**config.mk**
```make
export PLATFORM = sky130hd
export DESIGN_NAME = multi_clock_divider
export DESIGN_NICKNAME = d
export VERILOG_FILES = /design/src/rtl/multi_clock_divider.sv
export SDC_FILE = /design/constraint.sdc
export NUM_CORES = 1
export LEC_CHECK = 0
export BUFFER_PORTS_ARGS = -buffer_cell sky130_fd_sc_hd__buf_2
export CAP_MARGIN = 20
export CORE_ASPECT_RATIO = 0.5
export CORE_MARGIN = 2
export CORE_UTILIZATION = 61
export DETAILED_ROUTE_END_ITERATION = 7
export PLACE_DENSITY_LB_ADDON = 0.12
export SETUP_SLACK_MARGIN = 0.1
export SLEW_MARGIN = 20
export SYNTH_ARGS = -nofsm -noshare
export SYNTH_HDL_FRONTEND = slang
export SYNTH_SLANG_ARGS = --single-unit
```
**constraint.sdc**
```tcl
create_clock -name input_clk -period 4.2 [get_ports input_clk]
set_clock_uncertainty 0.2 [all_clocks]
set_input_delay 0.21 -clock input_clk [delete_from_list [all_inputs] [get_ports input_clk]]
set_output_delay 0.21 -clock input_clk [all_outputs]
set_load 0.01 [all_outputs]
```
**src/rtl/multi_clock_divider.sv**
```systemverilog
// NUM_CH independent programmable clock dividers / strobe generators sharing one clock.
// Each channel counts to a shadowed divisor and emits a toggle (50% duty) or a 1-cycle pulse.
module multi_clock_divider #(
  parameter int NUM_CH    = 4,
  parameter int DIV_WIDTH = 30
) (
  input  logic                          input_clk,
  input  logic                          input_rst,
  input  logic [NUM_CH-1:0]             input_en,
  input  logic [NUM_CH-1:0]             input_mode,
  input  logic [NUM_CH*DIV_WIDTH-1:0]   input_div,
  input  logic                          input_sync,
  output logic [NUM_CH-1:0]             output_clk,
  output logic [NUM_CH-1:0]             output_tick
);

  for (genvar g = 0; g < NUM_CH; g++) begin : g_ch
    logic [DIV_WIDTH-1:0] r_cnt;
    logic [DIV_WIDTH-1:0] r_div_act;
    logic                 r_out;
    logic                 r_tick;
    logic [DIV_WIDTH-1:0] w_div;
    logic                 w_run;
    logic                 w_event;

    assign w_div   = input_div[g*DIV_WIDTH +: DIV_WIDTH];
    assign w_run   = input_en[g] && (r_div_act != '0);
    assign w_event = (r_cnt == (r_div_act - DIV_WIDTH'(1)));

    // Divisor is only re-sampled while idle or at a period boundary, so a
    // mid-period divisor change never produces a short or stretched period.
    always_ff @(posedge input_clk) begin
      if (input_rst) begin
        r_cnt     <= '0;
        r_div_act <= '0;
        r_out     <= 1'b0;
        r_tick    <= 1'b0;
      end else if (input_sync || !w_run) begin
        r_cnt     <= '0;
        r_div_act <= w_div;
        r_out     <= 1'b0;
        r_tick    <= 1'b0;
      end else if (w_event) begin
        r_cnt     <= '0;
        r_div_act <= w_div;
        r_tick    <= 1'b1;
        r_out     <= input_mode[g] ? 1'b1 : ~r_out;
      end else begin
        r_cnt     <= r_cnt + DIV_WIDTH'(1);
        r_tick    <= 1'b0;
        r_out     <= input_mode[g] ? 1'b0 : r_out;
      end
    end

    assign output_clk[g]  = r_out;
    assign output_tick[g] = r_tick;
  end

endmodule

```
; Word level (Yosys, flattened, before mapping)
; Index checks and enable logic that the tools add are counted.
[totals]
wordCells = 88
in_bits = 131
output_inout_bits = 8
regBits = 248
[op_classes]
eq_ne = 4
reduce_logical = 32
bitwise = 4
mux = 24
n_addsub = 8
[op_table]
columns = op, n
row1 = $mux W30, 8
row2 = $add A30 B1 Y30 const B, 4
row3 = $eq A30 B30 Y1, 4
row4 = $reduce_bool A30 Y1, 4
row5 = $sub A30 B1 Y30 const B, 4
row6 = $mux W1, 16
row7 = $reduce_bool A2 Y1, 8
row8 = $reduce_or A3 Y1, 4
row9 = $reduce_or A2 Y1, 4
row10 = $logic_and A1 B1 Y1, 4
row11 = $logic_not A1 Y1, 4
row12 = $logic_or A1 B1 Y1, 4
row13 = $not A1 Y1, 4

; Longest topological paths before layout
; Gate-level depths: netlist of run 1.
[logic_depth]
ltp_word = 5
ltp_mapped = 13
mapped_depth_nobuf = 11

; Least setup slack after synthesis of run 1
; No wires, ideal clock.
[synth_timing]
kind = input port to flip-flop
start = in g_ch[0].r_div_act[0]
end = reg g_ch[0].r_div_act[10]
path_stages = 13
arrival_time_ps = 3115
n_path_buf = 1
setup_ps = 120
path_slack_ps = 765
required_time_ps = 3880
cell_sequence = dfxtp_1 > inv_1 > ha_1 > nor4b_2 > nand2_1 > or4_1 > xnor2_1 > nor4_1 > nand4b_1 > nor4_4 > nor2_4 > buf_6 > mux2i_1
[synth_between]
elab_chain_cells = 5
elab_cells_between_ends = 8
classes_between = 1 x add/sub / 1 x eq/ne / 1 x mux / 5 x reduce/logical
[synth_lines]
columns = element, line
row1 = from (decl), 19  ; logic [DIV_WIDTH-1:0] r_div_act;
row2 = branches (longest 5 deep; another with $sub A30 B1 Y30), --
; Several ways; the timed one is not identified.
; A chain may end at the register's enable or synchronous reset.

; Worst setup path in the final report of run 1
[layout_timing]
start = in g_ch[3].r_div_act[9]
end = reg g_ch[3].r_cnt[2]
[layout_between]
elab_chain_cells = 5
elab_cells_between_ends = 7
classes_between = 1 x add/sub / 1 x eq/ne / 5 x reduce/logical
[layout_lines]
columns = element, line
row1 = from (decl), 19
row2 = branches (longest 4 deep; another with $sub A30 B1 Y30), --
row3 = $reduce_or A3 Y1 (no source line) (*), --
row4 = to (signal assigned), 49  ; r_cnt <= r_cnt + DIV_WIDTH'(1);
row5 = to (decl), 18  ; logic [DIV_WIDTH-1:0] r_cnt;
; Mark *: on every way between the ends.

==> results.json, run 1 <==
{
  "fin_nets": 2155,
  "diodes": 0,
  "netlist_area_um2": 14950,
  "vias": 13445,
  "finalHoldViolCount": 0,
  "hp-class": "input port to flop",
  "max_freq_ghz": 0.2616,
  "setup_ws_ps": 377.0,
  "synthesis.instances": 1785,
  "power_leakage_nw": 6.580,
  "p_int_w": 0.004048,
  "clk_pin_slew_ps": 70,
  "p_per_area_nw_per_um2": 310.3,
  "critical_path_required_ps": 4430,
  "synth_ff_type": "dfxtp_1",
  "htree_num_levels": 1,
  "synth_top_area_frac": 0.3320,
  "clockPowerShare": 0.376,
  "setup_viol": 0,
  "cts_buffer_depth": 3,
  "report.final.slew_viol_count": 0,
  "synth_common_cells": "dfxtp_1, nand2b_1, nor2_1",
  "cts_buffers": 23,
  "start_kind": "flop",
  "power_frac_comb": 0.164,
  "hpwlAfterDp_um": 27390,
  "drt.antenna.violating_nets": 0,
  "crit_type": "flop to flop",
  "place.gp.congestion": 0.9729,
  "grt_pass1_vias": 12920,
  "synth_edf_count": 0,
  "antenna_found_initial": 0,
  "root_buffer": "clkbuf_16",
  "wl_per_cell_um": 16.95,
  "cts_tree": "built",
  "post-place-cells": 2177,
  "place_ws_ps": 308.9,
  "grt_max_degree": 106,
  "start_util": 0.6224,
  "synth_cell_type_count": 75,
  "synth-async-reset-ratio": 0,
  "ys_seq_area_frac": 0.3320,
  "cap_violations": 0,
  "first_pass_iters": 5,
  "grt_pass1_wl_um": 63760,
  "numPortBuffers": 138,
  "cp-end-kind": "flop",
  "yosys.area.top_type": "dfxtp_1",
  "clkLatencyLatePin_ps": 540,
  "viasPerCell": 5.733,
  "cts_sinks": 248,
  "syn_to_final_growth_pct": 19.91,
  "fin_cells": 2345,
  "finalCritPeriodShare": 0.9102,
  "worst_slew_pin_slew_ps": 1077,
  "syn_nets": 1924,
  "peakVddDrop_mv": 0.2895,
  "die_h_um": 114.7,
  "slew_headroom": 0.2800,
  "drt-initial-drc-count": 953,
  "yosysWarnings": 0,
  "final_util": 0.7464,
  "critical_path_peak_fanout": 30,
  "min_period_ps": 3823,
  "dieArea_um2": 25860,
  "status": "completed",
  "io_pins": 139,
  "cts_setup_buffers": 0,
  "drc": 0,
  "rsz0062_at_grt": "no",
  "seq_power_share": 0.460,
  "placeableCoreArea_um2": 24020,
  "tns_ps": 0,
  "overflow": 0,
  "p_switching_w": 0.001516,
  "yosysMostFrequentCell": "dfxtp_1",
  "gr-usage-all-layers": 0.3021,
  "die_w_um": 225.4,
  "totalWireLength_um": 39740,
  "critPathArrivalTime_ps": 4050,
  "synth-seq-cells": 248,
  "rows": 40,
  "switching_share": 0.2725,
  "synth.avg_cell_area_um2": 8.377,
  "layout-drive-gt1-share": 0.1167,
  "netlist_top_cells_area": "dfxtp_1, nand2b_1, xnor2_1, mux2i_1, xor2_1"
}
-- layer usage --
metal  wire (um)  global-route usage
met3        2189             0.05106
met4        1125             0.09095
met1       18190              0.3935
met5           0                   0
met2       18230              0.5193
-- area by class of cell --
| cell class | instances | area (um^2) |
|---|---|---|
| Clock buffer | 31 | 655.6 |
| Clock inverter | 8 | 78.83 |
| Fill cell | 1774 | 6092 |
| Inverter | 32 | 120.1 |
| Multi-Input combinational cell | 1413 | 9463 |
| Sequential cell | 248 | 4965 |
| Tap cell | 315 | 394.1 |
| Timing Repair Buffer | 298 | 2255 |
-- metrics by stage --
stage	cell area (um^2)	hold WS (ps)	total power [W]
floorplan	14950	162.1	0.003148
global placement	15890	260.9	0.003376
detailed placement	15890	273.7	0.003399
CTS	17920	53.26	0.005570
finish	17930	61.13	0.005564
global route	17930	107.7	0.005784
-- critical path: stages (launching register included) --
cell      delay, ps
dfxtp_1         390
nor4_1          680
nand2_1         130
nor4b_1         520
xnor2_1         180
nand4b_1        120
or4_1           560
nor3_2          440
or2_2           230
buf_12          180
nor2_1           70
-- sequential cells by signal, summed over array words and instances (netlist names) --
| name | cells |
|---|---|
| g_ch.r_cnt | 120 |
| g_ch.r_div_act | 120 |
| g_ch.r_out | 4 |
| g_ch.r_tick | 4 |
-- kinds of logic (layout without fill, tap and decap cells) --
kind of cell	count (synthesis)	after routing	synth area share
adder cells (fa/ha/maj)	8	8	0.006694
flip-flops	248	248	0.3320
AND/OR/NAND/NOR	878	878	0.3235
multiplexers	121	121	0.08125
XOR/XNOR	267	267	0.1564
AO/OA/AOI/OAI	139	139	0.06334
buffers and inverters	124	369	0.03682
-- power groups by stage --
stage	Combinational (W)	Sequential, W	Clock [W]
after floorplan	0.000589	0.00256	0
after global placement	0.000772	0.00260	0
after detailed placement	0.000791	0.00261	0
after CTS	0.000890	0.00256	0.00213
after global routing	0.000995	0.00257	0.00222
final	0.000914	0.00256	0.00209
-- worst paths after layout --
check	start	end	slack (ps)	cells past startpoint
worst max-delay path	g_ch[3].r_div_act[9]$_SDFFE_PP0P_	g_ch[3].r_cnt[2]$_SDFF_PP0_	380	10
worst min-delay path	input_rst	g_ch[0].r_div_act[1]$_SDFFE_PP0P_	60	2
worst max register to register	g_ch[3].r_div_act[9]$_SDFFE_PP0P_	g_ch[3].r_cnt[2]$_SDFF_PP0_	380	10
worst min register to register	g_ch[1].r_cnt[0]$_SDFF_PP0_	g_ch[1].r_cnt[0]$_SDFF_PP0_	280	1
-- cells in the final DEF, fill, tap and decap left out, drive strengths merged, types with 4 or more instances in the layout --
cell type,instances
a211o,4
a211oi,8
a21oi,18
a31oi,15
and2,6
and3,34
and4,13
buf,169
clkbuf,31
clkinv,5
dfxtp,248
dlygate4sd3,129
ha,8
inv,33
mux2i,118
nand2,75
nand2b,220
nand3,63
nand3b,8
nand4,36
nand4b,5
nor2,219
nor2b,17
nor3,62
nor3b,11
nor4,35
nor4b,5
o211ai,8
o21a,5
o21ai,34
o31ai,6
o41ai,11
or2,15
or3,23
or4,24
xnor2,149
xor2,118
-- repair_timing --
| item | 4_1_cts | 5_1_grt |
|---|---|---|
| hold endpoints to repair | 124 | 0 |
| hold buffers | 129 | 0 |
| resized for setup | 0 | 3 |
| setup endpoints to repair | 0 | 62 |
Note: power is estimated with default switching activity, not from simulation.
==> inputs of run 2 (changes only) <==
Settings changed: MAX_ROUTING_LAYER from default to met4.
==> results.json, run 2 (synthesized netlist as in run 1, its figures left out) <==
{
  "status": "completed",
  "hp-class": "input port to flop",
  "critical_path_peak_fanout": 7,
  "drt-initial-drc-count": 876,
  "rrSetupSlack_ps": 290,
  "clkLatencyLatePin_ps": 530,
  "fin_nets": 2157,
  "setup_viol": 0,
  "top_regs": "g_ch.r_cnt: 120 flops, g_ch.r_div_act: 120 flops",
  "cp-end-kind": "flop",
  "fin_cells": 2346,
  "drt.antenna.violating_nets": 0,
  "drc": 0,
  "grt_max_degree": 87,
  "dieArea_um2": 25860,
  "viasPerCell": 5.701,
  "cap_violations": 0,
  "worst_slew_pin_slew_ps": 844.4,
  "place.gp.congestion": 0.9528,
  "finalCritPeriodShare": 0.9306,
  "wl_per_cell_um": 17.08,
  "layout_commonest_cell": "dfxtp_1",
  "critPathArrivalTime_ps": 4180,
  "holdPathEnd": "g_ch[2].r_div_act[0]$_SDFFE_PP0P_",
  "p_per_area_nw_per_um2": 312.5,
  "die_h_um": 114.7,
  "totalWireLength_um": 40080,
  "vias": 13374,
  "slew_headroom": 0.4319,
  "layout_common_cells": "dfxtp_1, nand2b_1, nor2_1",
  "rsz0062_at_grt": "no",
  "r2r-end": "g_ch[0].r_div_act[1]$_SDFFE_PP0P_",
  "antenna_found_initial": 0,
  "cts_buffer_depth": 3,
  "rows": 40,
  "tns_ps": 0,
  "power_leakage_nw": 6.618,
  "start_util": 0.6224,
  "grt_pass1_wl_um": 64200,
  "critical_path_required_ps": 4470,
  "cts_tree": "built",
  "crit_type": "flop to flop",
  "gr-usage-all-layers": 0.3168,
  "min_period_ps": 3909,
  "worst_path_max_delay_cell": "or4_4",
  "numPortBuffers": 138,
  "r2r-start": "g_ch[0].r_div_act[13]$_SDFFE_PP0P_",
  "root_buffer": "clkbuf_16",
  "io_pins": 139,
  "die_w_um": 225.4,
  "r2r_cells": 11,
  "start_kind": "flop",
  "peakVddDrop_mv": 0.3346,
  "first_pass_iters": 5,
  "clk_pin_slew_ps": 70,
  "syn_to_final_growth_pct": 20.58,
  "overflow": 0,
  "max_freq_ghz": 0.2558,
  "cts_buffers": 23,
  "grt_pass1_vias": 12981,
  "finalHoldViolCount": 0,
  "slowest_delay_ps": 580,
  "htree_num_levels": 1,
  "hold_depth": 4,
  "placeableCoreArea_um2": 24020,
  "cts_sinks": 248,
  "hpwlAfterDp_um": 27280,
  "final_util": 0.7505,
  "report.final.slew_viol_count": 0,
  "crit_chain": "or4_4 -> or4_4 -> o41a_1 -> a211oi_1 -> a211oi_1 -> o22ai_2 -> nor4_4 -> buf_4 -> or3_1 -> a21oi_1 -> dlygate4sd3_1",
  "layout-drive-gt1-share": 0.1217,
  "min_from": "input_en[2]",
  "post-place-cells": 2179
}
-- run 2: final cells by class --
class / count / area (um^2)
inverter: 32 / 120.1
fill: 1794 / 5993
clock inverter: 6 / 105.1
antenna: 1 / 2.502
clock buffer: 31 / 635.6
timing repair buffer: 300 / 2267
tap: 315 / 394.1
multi-input combinational: 1413 / 9539
sequential: 248 / 4966
-- run 2: layer usage --
layer	global-route usage	wire, um	up-vias
met2	0.5366	18970	358
met3	0.04388	1991	68
li1	-	-	6604
met4	0.09360	1073	0
met1	0.3969	18040	6344
met5	-	0	-
-- run 2: repair_timing --
action | CTS | global route
gates resized for setup | 0 | 16
setup buffers | 0 | 1
setup endpoints to repair | 0 | 113
hold buffers | 128 | 0
endpoints found under the hold margin | 124 | 0
-- run 2: critical path: cells and delay by family (launching register included) --
kind | cells | cell delay [ps]
buffers and inverters | 2 | 750
DFF | 1 | 360
AOI/OAI and AO/OA | 5 | 1070
and+or+nand+nor | 4 | 1460
-- run 2: where the power goes --
group,internal (W),switching [W],leakage (nW)
sequential,0.00243,0.000131,2.03
clock,0.00124,0.000908,0.365
combinational,0.000464,0.000463,4.23
-- run 2: worst max-delay path by stage --
stage               slack [ps]                                 end  cells past startpoint                                from
floorplan                  770  g_ch[0].r_div_act[10]$_SDFFE_PP0P_                     12   g_ch[0].r_div_act[0]$_SDFFE_PP0P_
global placement           470        g_ch[0].r_cnt[25]$_SDFF_PP0_                      9  g_ch[0].r_div_act[13]$_SDFFE_PP0P_
detailed placement         340         g_ch[3].r_cnt[2]$_SDFF_PP0_                     10   g_ch[3].r_div_act[2]$_SDFFE_PP0P_
CTS                        130   g_ch[0].r_div_act[1]$_SDFFE_PP0P_                     11  g_ch[0].r_div_act[13]$_SDFFE_PP0P_
global route               110        g_ch[1].r_cnt[10]$_SDFF_PP0_                     13   g_ch[1].r_div_act[0]$_SDFFE_PP0P_
finish                     290   g_ch[0].r_div_act[1]$_SDFFE_PP0P_                     11  g_ch[0].r_div_act[13]$_SDFFE_PP0P_
-- run 2: per-stage QoR --
stage	power, W	worst slack, ps	area [um^2]	hold WS (ps)
2_1_floorplan	0.003148	765.0	14950	162.1
3_3_place_gp	0.003378	468.6	15910	262.8
3_5_place_dp	0.003399	342.0	15910	272.2
4_1_cts	0.005628	127.9	17930	1.213
5_1_grt	0.005854	110.8	18030	41.13
6_report	0.005634	291.4	18030	30.91
